## config.mk

```make
export PLATFORM = sky130hd
export DESIGN_NAME = comp_seq_ctrl_flat
export DESIGN_NICKNAME = d
export VERILOG_FILES = /design/src/rtl/comp_seq_ctrl_if.sv /design/src/rtl/comp_seq_ctrl.sv /design/src/flat_wrapper.sv
export SDC_FILE = /design/constraint.sdc
export NUM_CORES = 1
export LEC_CHECK = 0
export CORE_MARGIN = 2
export CORE_UTILIZATION = 40
export DETAILED_ROUTE_END_ITERATION = 6
export PLACE_DENSITY = 0.79
export SLEW_MARGIN = 40
export SYNTH_ARGS = -nofsm -noshare
export SYNTH_HDL_FRONTEND = slang
export SYNTH_SLANG_ARGS = --single-unit
export TNS_END_PERCENT = 5
```

## constraint.sdc

```tcl
create_clock -name clk -period 1.9 [get_ports clk]
set_clock_uncertainty 0.2 [all_clocks]
set_input_delay 0.285 -clock clk [delete_from_list [all_inputs] [get_ports clk]]
set_output_delay 0.285 -clock clk [all_outputs]
set_load 0.01 [all_outputs]
```

## src/rtl/comp_seq_ctrl_if.sv

```systemverilog
// rtl/comp_seq_ctrl_if.sv - start/en/operand/result bundle between a control unit and comp_seq_ctrl
interface comp_seq_ctrl_if #(
  parameter int WIDTH = 8
);
  localparam int PW = $clog2(WIDTH / 2) + 1;

  logic             start;
  logic             en;
  logic [WIDTH-1:0] a;
  logic [WIDTH-1:0] b;
  logic             busy;
  logic             done;
  logic             lt;
  logic             eq;
  logic             gt;
  logic [PW-1:0]    pairs;

  modport master (
    output start, en, a, b,
    input  busy, done, lt, eq, gt, pairs
  );

  modport slave (
    input  start, en, a, b,
    output busy, done, lt, eq, gt, pairs
  );
endinterface

```

## src/rtl/comp_seq_ctrl.sv

```systemverilog
// rtl/comp_seq_ctrl.sv - unsigned compare, two bits per cycle MSB first, early exit on first unequal pair
module comp_seq_ctrl #(
  parameter int WIDTH = 8
) (
  input  logic           clk,
  input  logic           rst_n,
  comp_seq_ctrl_if.slave bus
);
  localparam int NP = WIDTH / 2;
  localparam int PW = $clog2(NP) + 1;
  localparam logic [PW-1:0] LAST     = PW'(NP - 1);
  localparam logic [PW-1:0] NP_PAIRS = PW'(NP);

  generate
    if (WIDTH < 2 || (WIDTH % 2) != 0) begin : g_bad_width
      $error("comp_seq_ctrl: WIDTH must be even and >= 2");
    end
  endgenerate

  typedef enum logic {IDLE, COMPARE} state_t;

  state_t           state, state_n;
  logic [WIDTH-1:0] sa, sa_n, sb, sb_n;
  logic [PW-1:0]    cnt, cnt_n;
  logic [PW-1:0]    pairs_q, pairs_n;
  logic             lt_q, lt_n, eq_q, eq_n, gt_q, gt_n;
  logic             done_q, done_n;
  logic [1:0]       pa, pb;

  // the shared 2-bit slice always looks at the top pair of the shift registers
  assign pa = sa[WIDTH-1 -: 2];
  assign pb = sb[WIDTH-1 -: 2];

  always_ff @(posedge clk or negedge rst_n) begin
    if (!rst_n) begin
      state   <= IDLE;
      sa      <= '0;
      sb      <= '0;
      cnt     <= '0;
      pairs_q <= '0;
      lt_q    <= 1'b0;
      eq_q    <= 1'b0;
      gt_q    <= 1'b0;
      done_q  <= 1'b0;
    end else begin
      state   <= state_n;
      sa      <= sa_n;
      sb      <= sb_n;
      cnt     <= cnt_n;
      pairs_q <= pairs_n;
      lt_q    <= lt_n;
      eq_q    <= eq_n;
      gt_q    <= gt_n;
      done_q  <= done_n;
    end
  end

  always_comb begin
    state_n = state;
    sa_n    = sa;
    sb_n    = sb;
    cnt_n   = cnt;
    pairs_n = pairs_q;
    lt_n    = lt_q;
    eq_n    = eq_q;
    gt_n    = gt_q;
    done_n  = 1'b0;
    case (state)
      IDLE: begin
        if (bus.start && bus.en) begin
          sa_n    = bus.a;
          sb_n    = bus.b;
          cnt_n   = '0;
          pairs_n = '0;
          lt_n    = 1'b0;
          eq_n    = 1'b0;
          gt_n    = 1'b0;
          state_n = COMPARE;
        end
      end
      COMPARE: begin
        if (bus.en) begin
          cnt_n = cnt + PW'(1);
          if (pa != pb) begin
            lt_n    = (pa < pb);
            gt_n    = (pa > pb);
            pairs_n = cnt + PW'(1);
            done_n  = 1'b1;
            state_n = IDLE;
          end else if (cnt == LAST) begin
            eq_n    = 1'b1;
            pairs_n = NP_PAIRS;
            done_n  = 1'b1;
            state_n = IDLE;
          end else begin
            sa_n = sa << 2;
            sb_n = sb << 2;
          end
        end
      end
      default: state_n = IDLE;
    endcase
  end

  assign bus.busy  = (state == COMPARE);
  assign bus.done  = done_q;
  assign bus.lt    = lt_q;
  assign bus.eq    = eq_q;
  assign bus.gt    = gt_q;
  assign bus.pairs = pairs_q;
endmodule

```

## src/flat_wrapper.sv

```systemverilog
// flat-port wrapper written by rule: the top's interface ports become plain ports
module comp_seq_ctrl_flat 
#(
  parameter int WIDTH = 8
)
  (clk, rst_n, bus_start, bus_en, bus_a, bus_b, bus_busy, bus_done, bus_lt, bus_eq, bus_gt, bus_pairs);
  comp_seq_ctrl_if #(.WIDTH(WIDTH)) bus_i ();
  input  logic clk;
  input  logic rst_n;
  input wire logic [$bits(bus_i.start)-1:0] bus_start;
  input wire logic [$bits(bus_i.en)-1:0] bus_en;
  input wire logic [$bits(bus_i.a)-1:0] bus_a;
  input wire logic [$bits(bus_i.b)-1:0] bus_b;
  output wire logic [$bits(bus_i.busy)-1:0] bus_busy;
  output wire logic [$bits(bus_i.done)-1:0] bus_done;
  output wire logic [$bits(bus_i.lt)-1:0] bus_lt;
  output wire logic [$bits(bus_i.eq)-1:0] bus_eq;
  output wire logic [$bits(bus_i.gt)-1:0] bus_gt;
  output wire logic [$bits(bus_i.pairs)-1:0] bus_pairs;
  assign bus_i.start = bus_start;
  assign bus_i.en = bus_en;
  assign bus_i.a = bus_a;
  assign bus_i.b = bus_b;
  assign bus_busy = bus_i.busy;
  assign bus_done = bus_i.done;
  assign bus_lt = bus_i.lt;
  assign bus_eq = bus_i.eq;
  assign bus_gt = bus_i.gt;
  assign bus_pairs = bus_i.pairs;
  comp_seq_ctrl #(.WIDTH(WIDTH)) u_core (.clk(clk), .rst_n(rst_n), .bus(bus_i));
endmodule
```

== Word level (Yosys, flattened, before mapping) ==
Index checks and enable logic that the tools add are counted.

* Equal/unequal tests: 9
* Add/sub/neg operators: 1
* Magnitude comparators: 2
* Reduce and logical (&&, ||, !) cells: 6
* Muxes and demuxes: 37
* Bitwise operators: 1

{| class="wikitable"
|+ Operators with widths
! operator !! number
|-
| two-way mux 8 bit || 8
|-
| case mux 8 bit (2 select lines) || 2
|-
| two-way mux 1 bit || 16
|-
| two-way mux 3 bit || 5
|-
| case mux 3 bit (2 select lines) || 2
|-
| != test 2 bit (second input constant) || 5
|-
| case mux 1 bit (2 select lines) || 4
|-
| AND reduction 4 bit || 2
|-
| AND reduction 3 bit || 2
|-
| adder 3 x 1 -> 3 bit (second input constant) || 1
|-
| == test 3 x 2 -> 1 bit (second input constant) || 1
|-
| != test 3 bit (second input constant) || 1
|-
| > comparator 2 bit || 1
|-
| < comparator 2 bit || 1
|-
| != test 2 x 1 -> 1 bit (second input constant) || 1
|-
| != test 2 bit || 1
|-
| AND reduction 2 bit || 1
|-
| logical AND 1 bit || 1
|-
| NOT 1 bit || 1
|}

* Word-level logic and storage cells: 65
* Bits in registers: 27
* Output and inout port bits: 8
* Input port bits: 20

== Longest topological paths before layout ==
* Depth in word-level cells: 5
* Depth in mapped cells: 6
* Depth with buffers taken out: 5

== Worst setup path before layout ==
Ideal clock, no wire load.

* Path type: register to register
* Start: reg u_core.cnt[0]
* End: reg u_core.sb[3]
* Library setup time: 125 ps
* Arrival: 1611 ps
* Cell stages (with the launch flop): 7
* Required time: 1575 ps
* Clock period less this slack: 1936 ps
* Buffers on the path: 1
* Slack: -36 ps
* Cell sequence: dfrtp_1 ha_1 ha_1 and4b_4 o21ai_4 buf_6 mux2_4

* Cells in the longest elaborated chain, start to end: 3

{| class="wikitable"
|+ Ends and longest elaborated chain
! what !! line !! source
|-
| start: declaration || comp_seq_ctrl.sv:24 || <nowiki>logic [PW-1:0] cnt, cnt_n;</nowiki>
|-
| start signal: assignment || comp_seq_ctrl.sv:49 || <nowiki>cnt <= cnt_n;</nowiki>
|-
| == test 3 x 2 -> 1 bit || comp_seq_ctrl.sv:90 || <nowiki>end else if (cnt == LAST) begin</nowiki>
|-
| != test 2 bit (no source line) || n/a ||
|-
| AND reduction 4 bit (no source line) || n/a ||
|-
| end signal: assignment || comp_seq_ctrl.sv:48 || <nowiki>sb <= sb_n;</nowiki>
|-
| end: declaration || comp_seq_ctrl.sv:23 || <nowiki>logic [WIDTH-1:0] sa, sa_n, sb, sb_n;</nowiki>
|}

Every way passes these cells.
A chain may end at the register's enable or synchronous reset.

== Final worst setup path ==
* Start: reg u_core.cnt[0]
* End: reg u_core.sb[6]

The elaborated chain is that of the path after synthesis.

==> flow_summary.json <==
{
  "status": "finished with violations",
  "violations": "negative setup slack",
  "finalSetupTns_ns": -0.200,
  "worst_pin_slew_ns": 0.357,
  "setup_ws_ns": -0.0386,
  "cts_tree": "done",
  "grt_pass1_vias": 948,
  "synth_fa_ha_area_share_pct": 3.73,
  "synthArstFlopShare_pct": 100,
  "stdcell_count": 190,
  "wire_per_inst_um": 14.1,
  "max_stage_delay_ns": 0.42,
  "pwr-share-comb_pct": 55.5,
  "synth_area_leader_cell": "dfrtp_1",
  "viasPerCell": 5.15,
  "cp_data_arrival_time_ns": 1.97,
  "drv_slew": 0,
  "synth_xor_area_share_pct": 0,
  "leakage_nw": 0.801,
  "grt_overflow": 0,
  "holdWs_ns": 0.104,
  "first_pass_iters": 4,
  "rsz0062_at_grt": "true",
  "dp_cells": 185,
  "netlist_instances": 105,
  "end_kind": "flop",
  "grt_usage_pct": 15.4,
  "die_h_um": 61.9,
  "synth_cell_types": 33,
  "synth_nets": 129,
  "grt_pass1_wl_um": 4280,
  "fin_crit_ns": 1.94,
  "place_ws_ns": -0.00470,
  "layout.nets": 169,
  "clkLatencyLatePin_ns": 0.34,
  "ys_warn_count": 0,
  "required_ns": 1.93,
  "pin_count": 28,
  "p_seq_share_pct": 35.6,
  "path_clk_slew_ns": 0.15,
  "multi_input_area_um2": 656,
  "worst_path_max_delay_cell": "dfrtp_1",
  "worstPathMaxFanout": 7,
  "dieArea_um2": 3840,
  "post_cts_buffers": 0,
  "ctsHoldBuffers": 0,
  "drt_iter0_drc": 56,
  "synth_compound_area_share_pct": 12.0,
  "critPathKind": "reg -> reg",
  "fp.dieW_um": 61.9,
  "tritoncts.num_buffers": 3,
  "synth-edff-count": 0,
  "intPower_mw": 1.86,
  "drt-total-wl_um": 2680,
  "synth.area.mux_share_pct": 20.9,
  "rows": 21,
  "drive_above_1_share_pct": 33.3,
  "start_util_pct": 40.9,
  "mostFrequentLayoutCell": "clkdlybuf4s50_1",
  "synth_top_area_share_pct": 50.3,
  "synth_ff_type": "dfrtp_1",
  "ys_ff_latch": 27,
  "htreeDepth": 1,
  "slew_headroom_pct": 76.2,
  "max-cap-violations": 0,
  "ys_seq_area_share_pct": 50.3,
  "synth_area_leaders": "dfrtp_1 (50%), mux2_2 (13%), mux2_4 (4.5%)",
  "finalCritPeriodShare_pct": 102,
  "postSynthAreaPerCell_um2": 12.8,
  "ant_nets": 0,
  "dp_hpwl_um": 1920,
  "setup_viol": 10,
  "drc": 0,
  "path_cells": "ha_2 -> ha_4 -> and4b_4 -> o21ai_4 -> buf_12 -> mux2_4",
  "cp-start-kind": "flop",
  "clock_sinks": 27,
  "syn2layout_area_growth_pct": 36.3,
  "regArea_um2": 677,
  "syn_area_um2": 1340,
  "grt_max_degree": 28,
  "n_antenna_cell": 0,
  "place_congestion": 0.916,
  "power.clock.fraction_pct": 8.9,
  "cts_root_buffer": "clkbuf_4",
  "core_um2": 3280,
  "synth_simple_gate_area_share_pct": 9.23,
  "synth_top_family_by_area": "multiplexers",
  "mostFrequentLayoutCells": "clkdlybuf4s50_1 (27), dfrtp_1 (26), mux2_2 (16)",
  "antenna_found_initial": 0,
  "fmax_ghz": 0.516,
  "p_sw_mw": 0.988,
  "fillers": 302,
  "clockBufferDepth": 2,
  "hold_viol_final": 0,
  "vdd.ir_drop.worst_mv": 0.530,
  "min_path_type": "in -> async",
  "powerDensity_nw_per_um2": 1550,
  "switching_share_pct": 34.7,
  "port_buffers": 27,
  "vias": 978
}
path summary, 6_finish.rpt:
check,slack (ns),from,to,cells after the start
setup / recovery,-0.04,u_core.cnt[0]$_DFFE_PN0P_,u_core.sb[6]$_DFFE_PN0P_,6
setup reg to reg,-0.04,u_core.cnt[0]$_DFFE_PN0P_,u_core.sb[6]$_DFFE_PN0P_,6
hold reg to reg,0.31,u_core.sa[1]$_DFFE_PN0P_,u_core.sa[1]$_DFFE_PN0P_,1
max in group asynchronous,1.12,rst_n,u_core.bus.busy$_DFF_PN0_,2
min in group clk,0.31,u_core.sa[1]$_DFFE_PN0P_,u_core.sa[1]$_DFFE_PN0P_,1
hold / removal,0.10,rst_n,u_core.sa[7]$_DFFE_PN0P_,2
worst max-delay path: cells and delay by family, from the launching register on:
family	cells	cell delay [ns]
adders and majority gates	2	0.36
buffers and inverters	1	0.16
muxes	1	0.29
and+or+nand+nor	1	0.32
AOI/OAI and AO/OA	1	0.09
DFF	1	0.42
logic make-up (layout without fill, tap and decap cells):
group | after synthesis | count (layout)
and+or+nand+nor | 22 | 22
buffers and inverters | 9 | 48
DFF | 27 | 27
AOI/OAI and AO/OA | 19 | 19
adders and majority gates | 4 | 4
muxes | 24 | 24
sequential cells by signal, indices dropped and copies added (netlist names):
name              count
u_core.bus.lt         1
u_core.bus.done       1
u_core.cnt            3
u_core.bus.busy       1
u_core.sb             8
u_core.bus.pairs      3
u_core.bus.eq         1
u_core.bus.gt         1
u_core.sa             8
synthesized netlist by cell type, drive strengths merged (2+ instances only):
cell and number:
dfrtp 27, mux2 20, nand2 8, a32o 5, buf 4, ha 4
inv 4, mux2i 4, nor2b 4, o21ai 4, a21oi 2, nand3 2
nor2 2
what timing repair did:
action / 4_1_cts / 5_1_grt
gates resized for setup: 3 / 1
pin swaps: 0 / 3
cloned: 0 / 1
setup endpoints to repair: 9 / 12
routing by layer:
layer	global-route usage, %	vias to the layer above	wire, um
met5	0	-	0
met4	6.38	0	32
met3	2.48	4	99
met1	19.2	480	1170
li1	-	468	-
met2	26.6	26	1380
final cells by class:
class                   count  share of cell area [%]
multi-input cells          69                    35.8
well taps                  46                    3.14
flip-flops and latches     27                    37.0
repair buffers             40                    21.7
clock buffers               3                    1.23
clock inverters             1                   0.273
inverters                   4                   0.820
stage by stage:
step           instance area [um2]  utilization (%)  total power [mW]
2_1_floorplan                 1370                -              2.02
3_3_place_gp                  1760             53.7              2.47
3_5_place_dp                  1760             53.7              2.53
4_1_cts                       1800             54.9              2.82
5_1_grt                       1830             55.7              3.07
6_report                      1830             55.7              2.84
power groups by stage:
stage	logic, mW	clock network (mW)	registers, mW
2_1_floorplan	1.02	0	0.999
3_3_place_gp	1.47	0	0.995
3_5_place_dp	1.52	0	1.01
4_1_cts	1.55	0.264	1.01
5_1_grt	1.74	0.285	1.05
6_report	1.58	0.253	1.01
Power figures use the tool's default switching activity.
